$ cat config.mk
export PLATFORM = sky130hd
export DESIGN_NAME = display_scan_controller
export DESIGN_NICKNAME = d
export VERILOG_FILES = /design/src/rtl/display_pkg.sv /design/src/rtl/display_scan_controller_seg7_decode.sv /design/src/rtl/display_scan_controller.sv
export SDC_FILE = /design/constraint.sdc
export NUM_CORES = 1
export LEC_CHECK = 0
export ABC_AREA = 1
export CAP_MARGIN = 20
export CORE_MARGIN = 3
export CORE_UTILIZATION = 55
export DETAILED_ROUTE_END_ITERATION = 12
export GPL_TIMING_DRIVEN = 0
export PLACE_DENSITY = 0.88
export SYNTH_ARGS = -nofsm -noshare
export SYNTH_HDL_FRONTEND = slang
export SYNTH_SLANG_ARGS = --single-unit
$ cat constraint.sdc
create_clock -name clk -period 4.1 [get_ports clk]
set_input_delay 0.82 -clock clk [delete_from_list [all_inputs] [get_ports clk]]
set_output_delay 0.82 -clock clk [all_outputs]
set_load 0.02 [all_outputs]
$ cat src/rtl/display_pkg.sv
// Shared constants for the four-digit seven-segment scan controller.
// State encoding and active-low segment table (seg[0]=a .. seg[6]=g).
package display_pkg;

  localparam int DIGITS = 4;

  typedef enum logic {
    ST_IDLE = 1'b0,
    ST_SCAN = 1'b1
  } state_t;

  // Entry n is the pattern for hex digit n; a 0 bit lights the segment.
  localparam logic [15:0][6:0] SEG_TAB = {
    7'h0E, // F
    7'h06, // E
    7'h21, // d
    7'h46, // C
    7'h03, // b
    7'h08, // A
    7'h10, // 9
    7'h00, // 8
    7'h78, // 7
    7'h02, // 6
    7'h12, // 5
    7'h19, // 4
    7'h30, // 3
    7'h24, // 2
    7'h79, // 1
    7'h40  // 0
  };

endpackage

$ cat src/rtl/display_scan_controller_seg7_decode.sv
// Hex nibble to active-low seven-segment pattern.
// Purely combinational table lookup.
module seg7_decode
  import display_pkg::*;
(
  input  logic [3:0] nib,
  output logic [6:0] seg
);

  assign seg = SEG_TAB[nib];

endmodule

$ cat src/rtl/display_scan_controller.sv
// Four-digit seven-segment scan controller with frame-boundary buffering.
// Optional DISPLAY_SCAN_BLINK_EN adds a blink input and frame counter.
module display_scan_controller
  import display_pkg::*;
#(
  parameter int CLK_DIV = 50000
) (
  input  logic        clk,
  input  logic        rst_n,
`ifdef DISPLAY_SCAN_BLINK_EN
  input  logic        blink,
`endif
  input  logic        load_valid,
  output logic        load_ready,
  input  logic [15:0] load_value,
  input  logic [2:0]  load_ndigits,
  output logic [3:0]  an,
  output logic [6:0]  seg,
  output logic        frame_done
);

  localparam int PW = $clog2(CLK_DIV);
  localparam logic [PW-1:0] PMAX = PW'(CLK_DIV - 1);

  state_t r_state;
  state_t w_state_nxt;

  logic [PW-1:0] r_pre;
  logic [1:0]    r_idx;
  logic [15:0]   r_act_val;
  logic [2:0]    r_act_nd;
  logic [15:0]   r_sh_val;
  logic [2:0]    r_sh_nd;
  logic          r_pending;
  logic [3:0]    r_an;
  logic [6:0]    r_seg;

  logic          w_xfer;
  logic          w_idle_ld;
  logic          w_tick;
  logic          w_bound;
  logic [2:0]    w_ld_nd;
  logic          w_upd;
  logic [1:0]    w_nidx;
  logic [15:0]   w_nval;
  logic [2:0]    w_nnd;
  logic [3:0]    w_nib;
  logic [6:0]    w_dseg;
  logic          w_on;

  assign load_ready = !r_pending;
  assign w_xfer     = load_valid && load_ready;
  assign w_idle_ld  = (r_state == ST_IDLE) && w_xfer;
  assign w_tick     = (r_state == ST_SCAN) && (r_pre == PMAX);
  assign w_bound    = w_tick && (r_idx == 2'd3);
  assign frame_done = w_bound;
  assign w_ld_nd    = (load_ndigits > 3'd4) ? 3'd4 : load_ndigits;

  // State register.
  always_ff @(posedge clk or negedge rst_n) begin
    if (!rst_n) r_state <= ST_IDLE;
    else        r_state <= w_state_nxt;
  end

  // Next state: the first accepted load starts scanning for good.
  always_comb begin
    w_state_nxt = r_state;
    unique case (r_state)
      ST_IDLE: if (w_xfer) w_state_nxt = ST_SCAN;
      ST_SCAN: w_state_nxt = ST_SCAN;
      default: w_state_nxt = ST_IDLE;
    endcase
  end

  // Select the digit, value and count to drive after this edge.
  always_comb begin
    w_upd  = 1'b0;
    w_nidx = r_idx;
    w_nval = r_act_val;
    w_nnd  = r_act_nd;
    unique case (1'b1)
      w_idle_ld: begin
        w_upd  = 1'b1;
        w_nidx = 2'd0;
        w_nval = load_value;
        w_nnd  = w_ld_nd;
      end
      w_tick: begin
        w_upd  = 1'b1;
        w_nidx = r_idx + 2'd1;
        if (w_bound && r_pending) begin
          w_nval = r_sh_val;
          w_nnd  = r_sh_nd;
        end
      end
      default: ;
    endcase
  end

  assign w_nib = w_nval[{w_nidx, 2'b00} +: 4];
  assign w_on  = {1'b0, w_nidx} < w_nnd;

  seg7_decode u_dec (
    .nib (w_nib),
    .seg (w_dseg)
  );

  // Prescaler, digit index and registered digit drive.
  always_ff @(posedge clk or negedge rst_n) begin
    if (!rst_n) begin
      r_pre <= '0;
      r_idx <= 2'd0;
      r_an  <= 4'hF;
      r_seg <= 7'h7F;
    end else begin
      if (r_state == ST_SCAN) r_pre <= w_tick ? '0 : r_pre + 1'b1;
      else                    r_pre <= '0;
      if (w_upd) begin
        r_idx <= w_nidx;
        r_an  <= w_on ? ~(4'b0001 << w_nidx) : 4'hF;
        r_seg <= w_on ? w_dseg : 7'h7F;
      end
    end
  end

  // Active/shadow buffers; shadow is promoted only at a frame boundary.
  always_ff @(posedge clk or negedge rst_n) begin
    if (!rst_n) begin
      r_act_val <= '0;
      r_act_nd  <= '0;
      r_sh_val  <= '0;
      r_sh_nd   <= '0;
      r_pending <= 1'b0;
    end else begin
      if (w_idle_ld) begin
        r_act_val <= load_value;
        r_act_nd  <= w_ld_nd;
      end else if (w_bound && r_pending) begin
        r_act_val <= r_sh_val;
        r_act_nd  <= r_sh_nd;
        r_pending <= 1'b0;
      end
      if ((r_state == ST_SCAN) && w_xfer) begin
        r_sh_val  <= load_value;
        r_sh_nd   <= w_ld_nd;
        r_pending <= 1'b1;
      end
    end
  end

`ifdef DISPLAY_SCAN_BLINK_EN
  logic [4:0] r_fcnt;

  // Frame counter; its top bit gates the anodes while blinking.
  always_ff @(posedge clk or negedge rst_n) begin
    if (!rst_n)       r_fcnt <= '0;
    else if (w_bound) r_fcnt <= r_fcnt + 5'd1;
  end

  assign an  = (blink && r_fcnt[4]) ? 4'hF : r_an;
`else
  assign an  = r_an;
`endif
  assign seg = r_seg;

endmodule

==> out/metrics.yaml, run 1 <==
finish:
  utilization_pct: 67.12
  antennaDiodeCount: 0
  fillerInstances: 574
  multiInputGateArea_sq_um: 1797
  regArea_sq_um: 1740
  nNetsFinal: 601
  syn_to_final_growth_pct: 17.21
  drive_gt1_share_pct: 12.00
  final_cell_area_sq_um: 4586
setup_path:
  cp-start-kind: "input pin"
  cp_slowest_stage_delay_ns: 0.45
  crit_arrival_ns: 3.66
  worstSetupPathType: "in2reg"
  critical_path_peak_fanout: 10
  crit_path_frequent_cell: "nand2_1"
  critPathCaptureType: "register"
  required_ns: 4.39
  cp_cell_sequence: "clkdlybuf4s50_1, nand2_1, nor2_4, clkbuf_1, nand3_1, o21ai_0, inv_1, ha_1, nor2_1, nand2_1, nand2_1, nand2_1, a21oi_2, inv_1, o22ai_1, inv_1"
  slowest_stage: "clkdlybuf4s50_1"
logic_synthesis:
  synth.most_common_cell: "nand2_1"
  seq_area_frac_synth_pct: 44.48
  synthCells: 525
  synth_largest_area_cell: "dfrtp_1"
  synthTopCellsByArea: "dfrtp_1 (37%), nand2_1 (15%), nand3_1 (7.8%), dfstp_2 (7.4%), inv_1 (7.4%)"
  async_flop_share_pct: 100.0
  synth-seq-cells: 69
  syn_area_sq_um: 3913
  synthFlopType: "dfrtp_1"
  synthDominantCellAreaShare_pct: 37.10
  synth_edf_count: 0
  syn_avg_cell_area_sq_um: 7.452
  yosys_warnings: 0
  syn-num-nets: 556
  netlist_top_cells_count: "nand2_1 (152), inv_1 (77), nand3_1 (61)"
  ys_types: 38
power:
  p_leak_nw: 2.310
  power.switching_mw: 0.2936
  p_int_mw: 1.040
  ir_drop_mv: 0.1845
  comb_power_share_pct: 2.9
  power_frac_clock_pct: 46.1
  switching_share_pct: 22.02
  pwr-share-seq_pct: 51.1
  pwr_density_cell_nw_per_um2: 290.7
timing:
  fin_crit_sh_pct: 82.16
  setup_viol: 0
  worstMarginPinSlew_ns: 0.8814
  rsz0062_at_grt: "no"
  fin_skew_ns: 0.007684
  max_freq_ghz: 0.2969
  drv_slew: 0
  slew_headroom_pct: 41.24
  post-route-min-period_ns: 3.368
  hold_violations: 0
grt:
  antenna_found_initial: 0
  first_global_vias: 3483
  gr-usage-all-layers_pct: 24.41
  grt_max_degree: 70
  grt_remaining_overflow: 0
  grt_pass1_wl_mm: 16.17
floorplanning:
  coreArea_sq_um: 6832
  die_h_microns: 90.34
  fp-row-count: 30
  io_pins: 35
  initial_utilization_pct: 57.27
  die_w_microns: 90.34
  die_area_sq_um: 8161
place:
  routabilityCongestion: 0.9150
  hpwlAfterDp_mm: 6.459
  placed_area_sq_um: 4370
  port-buffer-count: 34
hold_path:
  hp-class: "reg2reg"
cts:
  root_buffer: "clkbuf_8"
  numClockSinks: 69
  htreeDepth: 3
  postCtsResizedCells: 0
  cts_tree: "yes"
  path_clk_slew_ns: 0.08
  clockBufferDepth: 2
  clkLatencyLatePin_ns: 0.36
  cts_setup_buffers: 0
  hold_buffers: 0
  cts_buffers: 9
run:
  drv_cap: 0
status:
  status: "complete, no violations"
drt:
  first_iter_violations: 241
  drc: 0
  viasPerCell: 5.282
  drt_first_pass_iters: 8
  routed_wl_mm: 9.388
  route.vias.total: 3544
  wl_per_cell_microns: 13.99
  drtAntennaViolNets: 0
==> stage by stage <==
stage	cells	setup slack (ns)	power (mW)	setup TNS [ns]	hold WS [ns]
after CTS	671	0.8057	1.336	0	0.4757
final	671	0.7315	1.333	0	0.4692
after floorplan	525	1.444	0.6951	0	0.4329
after global placement	655	-0.09687	0.7324	-5.408	0.4506
after detailed placement	655	0.4500	0.7321	0	0.4652
after global routing	671	0.3934	1.370	0	0.5094
==> cell usage in the layout (no fill, tap or decap), drive strengths merged, types with 2 or more instances in the layout <==
cell type      instances
o21bai                 2
clkbuf                15
nand2                160
nor2                  61
clkdlybuf4s50         33
nand4                  2
dfstp                 11
dfrtp                 58
inv                   85
a21oi                 14
buf                    7
nand3                 66
o21ai                 23
bufinv                 2
ha                     9
nor3                   8
clkinvlp               3
nor3b                  4
o22ai                  4
==> worst max-delay path: cells and delay by family <==
family / cells / cell delay [ns]
buffers and inverters: 5 / 1.18
and+or+nand+nor: 7 / 0.74
adders and majority gates: 1 / 0.20
AOI/OAI and AO/OA: 3 / 0.70
==> final timing paths <==
check                           start       end  slack, ns  cells after the start
hold reg to reg              r_pre[0]  r_pre[0]       0.47                      1
setup / recovery           load_valid     an[2]       0.73                     16
hold / removal               r_pre[0]  r_pre[0]       0.47                      1
setup reg to reg             r_pre[0]     an[2]       0.80                     18
max in group asynchronous       rst_n  r_idx[1]       2.94                      1
min in group asynchronous       rst_n  r_pre[1]       0.57                      1
==> routing by layer <==
metal	up-vias	share of wire (%)	track usage (%)
li1	1733	-	-
met1	1659	44	32.90
met2	132	47	38.89
met3	20	6.7	4.333
met4	0	2.3	10.46
met5	-	0	0
==> cells by family after synthesis <==
| kind of cell | count (synthesis) | synth area share, % |
|---|---|---|
| adders and majority gates | 9 | 2.878 |
| buffers and inverters | 96 | 9.594 |
| and+or+nand+nor | 304 | 36.23 |
| DFF | 69 | 44.48 |
| AOI/OAI and AO/OA | 47 | 6.812 |
==> power groups by stage <==
| stage | combinational [mW] | sequential [mW] | clock (mW) |
|---|---|---|---|
| global route | 0.0420 | 0.680 | 0.647 |
| global placement | 0.0388 | 0.694 | 0 |
| detailed placement | 0.0386 | 0.694 | 0 |
| finish | 0.0381 | 0.681 | 0.614 |
| CTS | 0.0389 | 0.681 | 0.617 |
| floorplan | 0.00139 | 0.694 | 0 |
==> sequential cells by signal (all words and copies together), names as in the netlist <==
register and cells:
an 4, r_act_nd 3, r_act_val 16, r_idx 2
r_pending 1, r_pre 16, r_sh_nd 3, r_sh_val 16
r_state 1, seg 7
==> cell type report <==
cell class              count  area share [%]
well taps                  96           2.619
inverters                  85           6.958
multi-input cells         360           39.18
clock buffers              10           2.783
repair buffers             34           7.367
flip-flops and latches     69           37.95
clock inverters             6           1.910
plain buffers              11           1.228
Note: power is estimated with default switching activity, not from simulation.
==> run 2, diff against run 1 <==
--- a/config.mk
+++ b/config.mk
@@ -8,10 +8,10 @@
 export ABC_AREA = 1
 export CAP_MARGIN = 20
 export CORE_MARGIN = 3
-export CORE_UTILIZATION = 55
+export CORE_UTILIZATION = 52
 export DETAILED_ROUTE_END_ITERATION = 12
 export GPL_TIMING_DRIVEN = 0
-export PLACE_DENSITY = 0.88
+export PLACE_DENSITY = 0.87
 export SYNTH_ARGS = -nofsm -noshare
 export SYNTH_HDL_FRONTEND = slang
 export SYNTH_SLANG_ARGS = --single-unit
==> constraint.sdc (replaced) <==
create_clock -name clk -period 2.86 [get_ports clk]
set_input_delay 0.572 -clock clk [delete_from_list [all_inputs] [get_ports clk]]
set_output_delay 0.572 -clock clk [all_outputs]
set_load 0.02 [all_outputs]
==> run 2 against run 1 <==
Effect of this change: count of clock-buffer cells in the layout unchanged; hold slack worse by 0.15 ns; first-iteration DRC count up 73%; global-route usage up 0.22 points; cell count up 2.5%; clock power up 46%; utilization up 2.2 points; critical endpoint is now an[0].
==> out/metrics.yaml, run 2 (synthesis gave the netlist of run 1 again) <==
status:
  status: "complete, no violations"  # unchanged
timing:
  slew_headroom_pct: 42.26  # was 41.24%
  fin_crit_sh_pct: 96.61
  hold_violations: 0  # unchanged
  setup_slack_ns: 0.09682  # was 0.7315 ns
  rsz0062_at_grt: "yes"  # was no
  setup_viol: 0  # unchanged
  post-route-min-period_ns: 2.763
  max_freq_ghz: 0.3619
  drv_slew: 0  # unchanged
  worstMarginPinSlew_ns: 0.8661  # was 0.8814 ns
  fin_skew_ns: 0.01085  # was 0.007684 ns
grt:
  first_global_vias: 3650  # was 3483
  grt_pass1_wl_mm: 16.79  # was 16.17 mm
  gr-usage-all-layers_pct: 24.64  # was 24.41%
  grt_max_degree: 70  # unchanged
  antenna_found_initial: 0  # unchanged
  grt_remaining_overflow: 0  # unchanged
cts:
  cts_tree: "yes"  # unchanged
  cts_buffers: 9  # unchanged
  path_clk_slew_ns: 0.08  # about the same
  numClockSinks: 69  # unchanged
  htreeDepth: 3  # unchanged
  hold_buffers: 0  # unchanged
  root_buffer: "clkbuf_8"  # unchanged
  clockBufferDepth: 2  # unchanged
  clkLatencyLatePin_ns: 0.36  # about the same
floorplanning:
  die_w_microns: 92.74  # was 90.34 microns
  fp-row-count: 30  # unchanged
  coreArea_sq_um: 7057  # was 6832 sq um
  initial_utilization_pct: 55.44  # was 57.27%
  io_pins: 35  # unchanged
  die_area_sq_um: 8601  # was 8161 sq um
  die_h_microns: 92.74  # was 90.34 microns
power:
  p_leak_nw: 2.455  # was 2.310 nW
  pwr_density_cell_nw_per_um2: 394.3  # was 290.7 nW/um^2
  ir_drop_mv: 0.2195  # was 0.1845 mV
drt:
  drt_first_pass_iters: 6  # was 8
  wl_per_cell_microns: 14.78  # was 13.99 microns
  viasPerCell: 5.336  # was 5.282
  routed_wl_mm: 10.17  # was 9.388 mm
  drc: 0  # unchanged
  drtAntennaViolNets: 0  # unchanged
  first_iter_violations: 417  # was 241
  route.vias.total: 3671  # was 3544
finish:
  nNetsFinal: 618  # was 601
  layout_common_cells: "nand2_1 (142), inv_1 (73), nand3_1 (58), dfrtp_1 (58), nor2_1 (50)"  # was nand2_1 (152), inv_1 (77), nand3_1 (61), dfrtp_1 (58), nor2_1 (51)
  drive_gt1_share_pct: 19.93  # was 12.00%
  syn_to_final_growth_pct: 25.07  # was 17.21%
  top_regs: "r_act_val x16, r_pre x16, r_sh_val x16"  # unchanged
  layout_commonest_cell: "nand2_1"  # unchanged
  final_cell_area_sq_um: 4893  # was 4586 sq um
  antennaDiodeCount: 0  # unchanged
setup_path:
  crit_family: "simple AND/OR/NAND/NOR gates"  # was buffers and inverters
  critical_path_peak_fanout: 8  # was 10
  path_buf_inv: 4  # was 5
  cp-start-kind: "register"  # was input pin
  required_ns: 3.15  # was 4.39 ns
  crit_arrival_ns: 3.05  # was 3.66 ns
  worstSetupPathType: "reg2reg"  # was in2reg
  critPathCaptureType: "register"  # unchanged
  slowest_stage: "dfrtp_1"  # was clkdlybuf4s50_1
  cp_slowest_stage_delay_ns: 0.36  # was 0.45 ns
  cp_cell_sequence: "ha_2, nand3_4, nor2_4, nand3_4, nor3_4, buf_6, o21ai_2, o21ai_2, inv_1, ha_2, nor2_2, nand2_1, nand2_1, nand2_2, a21oi_4, inv_2, o22ai_2, inv_1"  # was clkdlybuf4s50_1, nand2_1, nor2_4, clkbuf_1, nand3_1, o21ai_0, inv_1, ha_1, nor2_1, nand2_1, nand2_1, nand2_1, a21oi_2, inv_1, o22ai_1, inv_1
place:
  port-buffer-count: 34  # unchanged
  placed_area_sq_um: 4370  # unchanged
  pre_cts_ws_ns: -0.5279  # was 0.4500 ns
  hpwlAfterDp_mm: 6.582  # was 6.459 mm
  routabilityCongestion: 0.9397  # was 0.9150
run:
  drv_cap: 0  # unchanged
hold_path:
  hp-class: "in2async"  # was reg2reg
## run 2: cell types whose count changed in the layout (fill, tap and decap cells not counted), sizes merged
cell / delta
buf: +16
clkbuf: +1
clkdlybuf4s50: -1
clkinv: +2
clkinvlp: -2
dlymetal6s2s: +1
## run 2: final cells by class
type | instances | area, sq um
clock inverter | 6 | 86.33
fill | 504 | 2163
sequential | 69 | 1740
tap | 96 | 120.1
inverter | 85 | 319.1
clock buffer | 10 | 137.6
timing repair buffer | 51 | 493.0
buffer | 11 | 65.06
multi-input combinational | 360 | 1932
## run 2: per-stage QoR
stage	power (mW)	instances	hold WS (ns)	TNS, ns	utilization (%)
6_report	1.929	688	0.3216	0	69.34
5_1_grt	1.983	688	0.4011	-0.5646	69.34
4_1_cts	1.939	678	0.3705	0	66.63
3_5_place_dp	1.050	655	0.4570	-5.119	61.93
3_3_place_gp	1.050	655	0.4505	-68.69	61.97
2_1_floorplan	0.9965	525	0.2764	0	-
## run 2: final timing paths
kind / from / to / slack [ns] / depth (start not counted)
min in group clk: r_sh_nd[0] / r_sh_nd[0] / 0.49 / 2
min reg2reg: r_sh_nd[0] / r_sh_nd[0] / 0.49 / 2
max in group asynchronous: rst_n / r_act_val[2] / 1.97 / 1
min: rst_n / r_sh_val[1] / 0.32 / 1
max reg2reg: r_pre[1] / an[0] / 0.1 / 18
max: r_pre[1] / an[0] / 0.1 / 18
## run 2: routing by layer
layer / GRT usage, % / vias to the layer above / wire length [microns]
li1: - / 1763 / -
met2: 41.15 / 170 / 4993
met4: 11.72 / 0 / 302
met3: 4.468 / 29 / 711
met5: 0 / - / 0
met1: 30.86 / 1709 / 4162
## run 2: what timing repair did
item                       in CTS  in global routing
setup endpoints to repair      12                 12
pin swaps                       7                 18
buffers inserted                7                 10
hold endpoints to repair        0                  0
resized for setup               9                 35
## run 2: worst reg2reg max path, delay by kind of cell (launching register included)
kind	cells	cell delay, ns
buffers and inverters	4	0.43
AO/OA/AOI/OAI	4	0.62
adder cells (fa/ha/maj)	2	0.40
flip-flops	1	0.36
AND/OR/NAND/NOR	8	0.89
## run 2: report_power, final
group	switching [mW]	internal, mW
logic	0.0295	0.0254
clock network	0.386	0.513
registers	0	0.976
total	0.415	1.51
==> run 3, diff against run 2 <==
--- a/config.mk
+++ b/config.mk
@@ -6,6 +6,7 @@
 export NUM_CORES = 1
 export LEC_CHECK = 0
 export ABC_AREA = 1
+export ABC_CLOCK_PERIOD_IN_PS = 2860
 export CAP_MARGIN = 20
 export CORE_MARGIN = 3
 export CORE_UTILIZATION = 52
==> results of run 3 <==
No change in the layout: final DEF, timing and power equal those of run 2.
